## config.mk

```make
export PLATFORM = sky130hd
export DESIGN_NAME = bsg_manycore_host_req_arbiter
export DESIGN_NICKNAME = d
export VERILOG_FILES = /design/src/rtl/bsg_manycore_host_req_arbiter.sv
export SDC_FILE = /design/constraint.sdc
export NUM_CORES = 1
export LEC_CHECK = 0
export ABC_AREA = 1
export CORE_AREA = 2 2 155 157
export DETAILED_ROUTE_END_ITERATION = 10
export DIE_AREA = 0 0 157 159
export HOLD_SLACK_MARGIN = 0.1
export PLACE_DENSITY = 0.58
export SLEW_MARGIN = 20
export SYNTH_ARGS = -nofsm -noshare
export SYNTH_HDL_FRONTEND = slang
export SYNTH_SLANG_ARGS = --single-unit
```

## constraint.sdc

```tcl
create_clock -name clk_i -period 3.3 [get_ports clk_i]
set_input_delay 0.99 -clock clk_i [delete_from_list [all_inputs] [get_ports clk_i]]
set_output_delay 0.99 -clock clk_i [all_outputs]
set_load 0.02 [all_outputs]
```

## src/rtl/bsg_manycore_host_req_arbiter.sv

```systemverilog
// Credit-managed round-robin arbiter feeding the host's single manycore endpoint
// request port from several host-side requesters, with reset-done gating and a drain fence.
module bsg_manycore_host_req_arbiter #(
  parameter int num_req_p         = 2,
  parameter int packet_width_p    = 128,
  parameter int max_out_credits_p = 16,
  parameter int credit_width_lp   = $clog2(max_out_credits_p + 1),
  localparam int id_width_lp      = (num_req_p > 1) ? $clog2(num_req_p) : 1
) (
  input  logic                                clk_i,
  input  logic                                reset_i,
  input  logic                                reset_done_i,
  input  logic [num_req_p-1:0]                req_v_i,
  input  logic [num_req_p*packet_width_p-1:0] req_data_i,
  output logic [num_req_p-1:0]                req_ready_o,
  output logic                                packet_v_o,
  output logic [packet_width_p-1:0]           packet_o,
  input  logic                                packet_ready_i,
  input  logic                                credit_return_i,
  input  logic                                fence_i,
  output logic [credit_width_lp-1:0]          out_credits_o,
  output logic [id_width_lp-1:0]              grant_id_o,
  output logic                                fence_busy_o,
  output logic                                error_o
);

  localparam logic [credit_width_lp-1:0] max_credits_lp = credit_width_lp'(max_out_credits_p);
  localparam logic [credit_width_lp-1:0] one_credit_lp  = credit_width_lp'(1);

  typedef enum logic [1:0] {
    WAIT_RESET = 2'd0,
    RUN        = 2'd1,
    FENCE      = 2'd2
  } state_e;

  state_e                         state_r, state_n;
  logic [id_width_lp-1:0]         rr_r, rr_n, grant_id_n;
  logic [2*num_req_p-1:0]         req_rot;
  logic                           found;
  int                             sel;
  logic                           grant;
  logic                           credit_at_max;
  logic [credit_width_lp-1:0]     credits_n;
  logic [packet_width_p-1:0]      grant_data;

  // Rotate so that bit 0 is the requester the rr pointer favours this cycle.
  assign req_rot = {req_v_i, req_v_i} >> rr_r;

  always_comb begin
    found = 1'b0;
    sel   = 0;
    for (int k = 0; k < num_req_p; k++) begin
      if (!found && req_rot[k]) begin
        found = 1'b1;
        sel   = int'(rr_r) + k;
      end
    end
    if (sel >= num_req_p) sel = sel - num_req_p;
  end

  assign grant_id_n = id_width_lp'(sel);
  assign rr_n       = (sel == num_req_p - 1) ? '0 : id_width_lp'(sel + 1);
  assign grant_data = packet_width_p'(req_data_i >> (sel * packet_width_p));

  assign grant = (state_r == RUN) && found && !fence_i
              && (out_credits_o != '0) && (!packet_v_o || packet_ready_i);

  assign req_ready_o  = grant ? (num_req_p'(1) << sel) : '0;
  assign fence_busy_o = (state_r == FENCE);

  // A return with every credit already home is dropped rather than wrapping the counter.
  assign credit_at_max = (out_credits_o == max_credits_lp);

  always_comb begin
    credits_n = out_credits_o;
    if (grant)                            credits_n = credits_n - one_credit_lp;
    if (credit_return_i && !credit_at_max) credits_n = credits_n + one_credit_lp;
  end

  always_comb begin
    state_n = state_r;
    case (state_r)
      WAIT_RESET: if (reset_done_i) state_n = RUN;
      RUN:        if (fence_i) state_n = FENCE;
      FENCE:      if (credit_at_max && !packet_v_o) state_n = RUN;
      default:    state_n = WAIT_RESET;
    endcase
  end

  // Output register stage: loaded on grant, cleared when drained with nothing new behind it.
  always_ff @(posedge clk_i) begin
    if (reset_i) begin
      state_r       <= WAIT_RESET;
      out_credits_o <= max_credits_lp;
      packet_v_o    <= 1'b0;
      packet_o      <= '0;
      grant_id_o    <= '0;
      rr_r          <= '0;
      error_o       <= 1'b0;
    end else begin
      state_r       <= state_n;
      out_credits_o <= credits_n;
      if (credit_return_i && credit_at_max) error_o <= 1'b1;
      if (grant) begin
        packet_v_o <= 1'b1;
        packet_o   <= grant_data;
        grant_id_o <= grant_id_n;
        rr_r       <= rr_n;
      end else if (packet_ready_i) begin
        packet_v_o <= 1'b0;
      end
    end
  end

endmodule

```

---- After elaboration in Yosys (flattened, before gate mapping) ----
Cells that the tools add are included.
word-level totals
  register bits ........................... 139
  bits in latches ......................... 0
  bits in writable memories ............... 0
  memory bits (read-only) ................. 0
  word-level logic and storage cells ...... 55
  memories ................................ 0
operators by class
  add/subtract/negate cells ............... 5
  $mul .................................... 0
  div/mod/pow operators ................... 0
  $lt $le $gt $ge ......................... 1
  eq/ne operators ......................... 7
  shift operators ......................... 3
  muxes and demuxes ....................... 15
  bitwise gates (word level) .............. 0
  reduce and logical (&&, ||, !) cells .... 17
operators by type and width
  cell                                                                                  number
  256-bit by 32-bit >> shifter with 128-bit output                                      1
  32-bit 2-to-1 mux                                                                     2
  32-bit by 2-bit == test with 1-bit output, second input constant                      1
  32-bit by 3-bit greater-or-equal comparator with 1-bit output, second input constant  1
  1-bit by 32-bit left shift with 2-bit output, first input constant                    1
  32-bit by 3-bit subtractor with 32-bit output, second input constant                  1
  5-bit 2-to-1 mux                                                                      2
  1-bit logical AND                                                                     8
  2-bit 2-to-1 mux                                                                      4
  1-bit 2-to-1 mux                                                                      6
  2-bit case mux with 3 select lines                                                    1
  5-bit by 1-bit adder with 5-bit output, second input constant                         1
  5-bit == test, second input constant                                                  1
  5-bit nonzero test                                                                    1
  5-bit by 1-bit subtractor with 5-bit output, second input constant                    1
  1-bit logical NOT                                                                     4
  2-bit != test, second input constant                                                  2
  4-bit by 1-bit >> shifter with 2-bit output                                           1
  3-bit AND reduction                                                                   1
  1-bit by 1-bit adder with 2-bit output, second input constant                         1
  2-bit by 1-bit == test with 1-bit output, second input constant                       1
  2-bit == test, second input constant                                                  1
  2-bit logical NOT                                                                     1
  2-bit by 1-bit != test with 1-bit output, second input constant                       1
  other kinds (3)                                                                       3

---- Longest topological paths before layout ----
  word-level depth ........................ 12
  mapped depth ............................ 13

---- Least setup slack after synthesis ----
Ideal clock, no wire load.
  path type ............................... input to output
  start point ............................. input fence_i
  end point ............................... output req_ready_o[0]
  arrival ................................. 1882 ps
  slack ................................... 428 ps
  stages on the path ...................... 7
  buffers on the path ..................... 2
  cell sequence ........................... inv_2 -> nand3_1 -> nor2_4 -> nand3_2 -> nor2_4 -> buf_4 -> buf_2
on the way
  longest elaborated chain between the ends .. 5
RTL lines
  what                             line  RTL
  from (decl)                      20    input logic fence_i,
  1-bit logical NOT                65    assign grant = (state_r == RUN) && found && !fence_i
  1-bit logical AND                65
  1-bit logical AND (2 in series)  66    && (out_credits_o != '0) && (!packet_v_o || packet_ready_i);
  2-bit 2-to-1 mux                 68    assign req_ready_o = grant ? (num_req_p'(1) << sel) : '0;
  to (decl)                        15    output logic [num_req_p-1:0] req_ready_o,
Every way passes these cells.

---- Worst setup path after layout ----
  start point ............................. input req_v_i[0]
  end point ............................... output req_ready_o[0]
on the way
  longest elaborated chain between the ends .. 10
  elaborated cells between the ends (all ways) .. 16
RTL lines
  what                                                                                                   line  RTL
  from (decl)                                                                                            13    input logic [num_req_p-1:0] req_v_i,
  4-bit by 1-bit >> shifter with 2-bit output (*)                                                        47    assign req_rot = {req_v_i, req_v_i} >> rr_r;
  parallel branches: the longest is 8 deep, another holds 32-bit by 3-bit subtractor with 32-bit output  --
  2-bit 2-to-1 mux (*)                                                                                   68
Every way passes the cells marked *.

==> flow_summary.html <==
<table>
<tr><th>Metric</th><th>Value</th></tr>
<tr><th colspan="2">Timing</th></tr>
<tr><td>Final hold violation count</td><td>0</td></tr>
<tr><td>Slew of the pin with the lowest slew margin</td><td>about 0.84 ns</td></tr>
<tr><td>Total count of max-transition violations in the final report</td><td>0</td></tr>
<tr><td>Part of the cycle the worst path needs</td><td>96.9%</td></tr>
<tr><td>Max-slew headroom at the worst pin</td><td>44.0%</td></tr>
<tr><td>Setup-violating endpoint count in the final report</td><td>0</td></tr>
<tr><td>Final worst path period need</td><td>3.20 ns</td></tr>
<tr><td>Setup repair after global routing missed its margin</td><td>false</td></tr>
<tr><td>Skew final</td><td>0.0232 ns</td></tr>
<tr><td>Maximum operating frequency</td><td>313 MHz</td></tr>
<tr><th colspan="2">Synthesis</th></tr>
<tr><td>Async set-or-reset flop fraction in the synthesized netlist</td><td>0%</td></tr>
<tr><td>Synthesized area per cell</td><td>7.27 sq um</td></tr>
<tr><td>Predominant post-synthesis flop cell</td><td>sky130_fd_sc_hd__dfxtp_1</td></tr>
<tr><td>Net count of the mapped netlist</td><td>1058</td></tr>
<tr><td>Dominant cell by count in the synthesized netlist</td><td>sky130_fd_sc_hd__nand2_1</td></tr>
<tr><td>Post-synth EDFFs</td><td>0</td></tr>
<tr><td>Sequential area share after synthesis</td><td>about half</td></tr>
<tr><td>Number of unique standard cell types used by synthesis</td><td>24</td></tr>
<tr><td>Synth top cells by count</td><td>405 x sky130_fd_sc_hd__nand2_1, 139 x sky130_fd_sc_hd__dfxtp_1, 128 x sky130_fd_sc_hd__a31oi_1</td></tr>
<tr><td>Post-synthesis cell count</td><td>793</td></tr>
<tr><td>Post-synthesis sequential element count</td><td>139</td></tr>
<tr><td>Total number of yosys warnings</td><td>0</td></tr>
<tr><td>Cell area after synthesis</td><td>0.00577 sq mm</td></tr>
<tr><td>Yosys top cell by area</td><td>sky130_fd_sc_hd__dfxtp_1</td></tr>
<tr><td>Area share of the largest cell type after synthesis</td><td>48.3%</td></tr>
<tr><td>Top post-synthesis cells by area</td><td>sky130_fd_sc_hd__dfxtp_1 48%, sky130_fd_sc_hd__nand2_1 26%, sky130_fd_sc_hd__a31oi_1 14%</td></tr>
<tr><th colspan="2">Placement</th></tr>
<tr><td>Last weighted congestion value of the routability-driven placer</td><td>around 0.84</td></tr>
<tr><td>Post-DP HPWL</td><td>between 15 and 20 mm</td></tr>
<tr><td>Buffers on Ports</td><td>402</td></tr>
<tr><th colspan="2">Clock network</th></tr>
<tr><td>Clock latency on the worst-skew pair</td><td>0.43 ns</td></tr>
<tr><td>CTS tree</td><td>done</td></tr>
<tr><td>Clock transition at the register clock pins on the worst setup and hold paths after CTS</td><td>0.06 ns</td></tr>
<tr><td>Post-CTS Hold Buffers</td><td>0</td></tr>
<tr><td>Count of H-tree levels built during CTS</td><td>4</td></tr>
<tr><td>Clock Sink Count</td><td>139</td></tr>
<tr><td>Largest buffer count on any clock path</td><td>2</td></tr>
<tr><td>TritonCTS Buffers</td><td>17</td></tr>
<tr><td>Root Driver</td><td>sky130_fd_sc_hd__clkbuf_16</td></tr>
<tr><th colspan="2">Drt</th></tr>
<tr><td>Via count</td><td>6687</td></tr>
<tr><td>Remaining design rule violation count</td><td>0</td></tr>
<tr><td>Number of iterations in the first detailed-routing pass</td><td>4</td></tr>
<tr><td>Final wirelength</td><td>24.3 mm</td></tr>
<tr><td>Detailed router's first-iteration violation count</td><td>451</td></tr>
<tr><td>Drt via density</td><td>4.44</td></tr>
<tr><td>Remaining antenna violation count after routing</td><td>0</td></tr>
<tr><td>Routed wirelength normalized by instance count</td><td>~16 um</td></tr>
<tr><th colspan="2">Setup path</th></tr>
<tr><td>Startpoint-to-endpoint class of the critical path</td><td>input pin to output port</td></tr>
<tr><td>Critical Path Fanout Max</td><td>4</td></tr>
<tr><td>Capturing element type of the critical path</td><td>output port</td></tr>
<tr><td>Arrival time of the worst setup path</td><td>2.21 ns</td></tr>
<tr><td>Startpoint type of the worst setup path</td><td>input pin</td></tr>
<tr><td>Required time of the critical path</td><td>~2.3 ns</td></tr>
<tr><th colspan="2">Power and ir drop</th></tr>
<tr><td>PwrDens</td><td>approximately 430 mW/mm^2</td></tr>
<tr><td>Maximum resistive drop on vdd</td><td>0.269 mV</td></tr>
<tr><td>Leak pwr</td><td>3.59 nW</td></tr>
<tr><td>Power, Total</td><td>4.58 mW</td></tr>
<tr><th colspan="2">Global route</th></tr>
<tr><td>Via count of the first global-routing pass</td><td>6411</td></tr>
<tr><td>Total overflow reported by the global router</td><td>0</td></tr>
<tr><td>Wire length of the first global-routing pass</td><td>36.5 mm</td></tr>
<tr><td>Antenna violations before repair</td><td>0</td></tr>
<tr><td>Overall Global Routing Usage</td><td>18.8%</td></tr>
<tr><td>Pin count of the biggest net entering global routing</td><td>74</td></tr>
<tr><th colspan="2">Die</th></tr>
<tr><td>Total number of placement rows</td><td>56</td></tr>
<tr><td>Core Area</td><td>between 0.02 and 0.025 sq mm</td></tr>
<tr><td>Die ar.</td><td>0.0250 sq mm</td></tr>
<tr><td>Height of the die</td><td>159 um</td></tr>
<tr><td>Width of the die</td><td>157 um</td></tr>
<tr><td>Ports</td><td>403</td></tr>
<tr><td>Initial Util</td><td>around a quarter</td></tr>
<tr><th colspan="2">Layout</th></tr>
<tr><td>Layout-stage area growth over the synthesis result</td><td>84.1%</td></tr>
<tr><td>Layout net count</td><td>~1400</td></tr>
<tr><td>Total area of sequential cells</td><td>0.00278 sq mm</td></tr>
<tr><td>Share of layout cells above drive strength 1</td><td>5.47%</td></tr>
<tr><td>Antenna diode instance count</td><td>0</td></tr>
<tr><td># fillers</td><td>~2300</td></tr>
<tr><td>Total area of multi-input combinational cells</td><td>0.00260 sq mm</td></tr>
<tr><td>Final standard cell utilization of the core</td><td>45.8%</td></tr>
<tr><th colspan="2">Run status</th></tr>
<tr><td>Status</td><td>finished, final reports clean</td></tr>
<tr><th colspan="2">Run</th></tr>
<tr><td>Max-cap violation count</td><td>0</td></tr>
<tr><th colspan="2">Min path</th></tr>
<tr><td>Hold Crit Class</td><td>flop to flop</td></tr>
</table>
[flip-flops by register name (all words and copies together), names as in the netlist]
name,cells
state_r,2
error_o,1
rr_r,1
packet_v_o,1
grant_id_o,1
packet_o,128
out_credits_o,5
[cell type report]
| cell class | count | share of cell area (%) |
|---|---|---|
| Sequential cell | 139 | 26.2 |
| Tap cell | 319 | 3.76 |
| Inverter | 20 | 0.707 |
| Timing Repair Buffer | 422 | 39.5 |
| Clock inverter | 12 | 1.31 |
| Multi-Input combinational cell | 576 | 24.5 |
| Clock buffer | 19 | 4.08 |
[power breakdown]
group	switching (mW)	leakage [nW]	internal, mW
Combinational	0.378	2.20	0.493
Clock	0.789	0.267	1.12
Sequential	0.0452	1.13	1.76
Total	1.21	3.59	3.37
[worst paths after layout]
check        depth (start not counted)        endpoint             start  slack, ns
max reg2reg                          9    packet_o[91]  out_credits_o[0]       0.72
min                                  2         error_o           error_o       0.47
min reg2reg                          2         error_o           error_o       0.47
max                                  8  req_ready_o[0]        req_v_i[0]       0.10
[layout by cell type, fill, tap and decap left out]
| cell type | synthesis | routed |
|---|---|---|
| sky130_fd_sc_hd__clkbuf_1 | 18 | 2 |
| sky130_fd_sc_hd__bufinv_16 | 0 | 2 |
| sky130_fd_sc_hd__nor2_2 | 2 | 1 |
| sky130_fd_sc_hd__nand3b_1 | 1 | 1 |
| sky130_fd_sc_hd__dlymetal6s2s_1 | 0 | 1 |
| sky130_fd_sc_hd__o21ai_0 | 3 | 3 |
| sky130_fd_sc_hd__buf_4 | 21 | 20 |
| sky130_fd_sc_hd__o21ai_1 | 1 | 1 |
| sky130_fd_sc_hd__clkinvlp_4 | 0 | 4 |
| sky130_fd_sc_hd__nand2_1 | 405 | 404 |
| sky130_fd_sc_hd__nor2_1 | 8 | 8 |
| sky130_fd_sc_hd__inv_2 | 5 | 5 |
| sky130_fd_sc_hd__clkinv_4 | 0 | 1 |
| sky130_fd_sc_hd__nand3_4 | 0 | 1 |
| sky130_fd_sc_hd__inv_6 | 0 | 4 |
| sky130_fd_sc_hd__o211ai_1 | 1 | 1 |
| sky130_fd_sc_hd__a21oi_1 | 8 | 8 |
| sky130_fd_sc_hd__clkdlybuf4s50_1 | 0 | 398 |
| sky130_fd_sc_hd__inv_1 | 15 | 15 |
| sky130_fd_sc_hd__buf_6 | 2 | 2 |
| sky130_fd_sc_hd__nand3_2 | 2 | 2 |
| sky130_fd_sc_hd__and2_1 | 1 | 1 |
| sky130_fd_sc_hd__clkbuf_16 | 0 | 17 |
| sky130_fd_sc_hd__nand4_1 | 2 | 2 |
| sky130_fd_sc_hd__nor2_4 | 2 | 3 |
| sky130_fd_sc_hd__nand2_2 | 0 | 1 |
| sky130_fd_sc_hd__a31oi_1 | 128 | 128 |
| sky130_fd_sc_hd__nand3_1 | 8 | 7 |
| sky130_fd_sc_hd__xor2_1 | 1 | 1 |
| sky130_fd_sc_hd__a211oi_1 | 2 | 2 |
| sky130_fd_sc_hd__dfxtp_1 | 139 | 139 |
| sky130_fd_sc_hd__buf_12 | 0 | 1 |
| sky130_fd_sc_hd__clkinv_2 | 0 | 1 |
| sky130_fd_sc_hd__ha_1 | 1 | 1 |
[worst max-delay path: stages]
cell                              delay, ns
sky130_fd_sc_hd__clkdlybuf4s50_1       0.49
sky130_fd_sc_hd__inv_2                 0.04
sky130_fd_sc_hd__nand2_2               0.06
sky130_fd_sc_hd__inv_2                 0.04
sky130_fd_sc_hd__nor2_4                0.10
sky130_fd_sc_hd__nand3_4               0.10
sky130_fd_sc_hd__nor2_4                0.22
sky130_fd_sc_hd__buf_6                 0.16
[through the flow]
step	instances	TNS, ns	hold slack [ns]	worst slack (ns)	area, sq um
6_report	1507	0	0.467	0.102	10600
3_3_place_gp	1476	-10.47	0.446	-0.455	10000
4_1_cts	1507	0	0.469	0.00609	10600
2_1_floorplan	793	0	0.444	0.428	5770
5_1_grt	1507	0	0.504	0.0284	10600
3_5_place_dp	1476	-11.10	0.451	-0.454	10000
[layer usage]
layer  up-vias  routed length [um]  track usage (%)
met3        32                1780             5.42
met1      3016                9980             22.7
met4         0                 623             7.17
met5         -                   0                0
li1       3385                   -                -
met2       254               11900             31.6
[cells by family (layout without fill, tap and decap cells)]
logic type | Yosys count | after routing | share of synthesized area (%)
adder cells (fa/ha/maj) | 1 | 1 | 0.217
flip-flops | 139 | 139 | 48.3
AND/OR/NAND/NOR | 431 | 431 | 29.0
XOR/XNOR | 1 | 1 | 0.152
AO/OA/AOI/OAI | 143 | 143 | 15.3
buffers and inverters | 78 | 473 | 7.07
[timing repair]
action                                  CTS  global route
buffers inserted                          0             0
pin swaps                                 1             2
resized for setup                        11             4
endpoints found under the setup margin    2             2
Power figures use the tool's default switching activity.
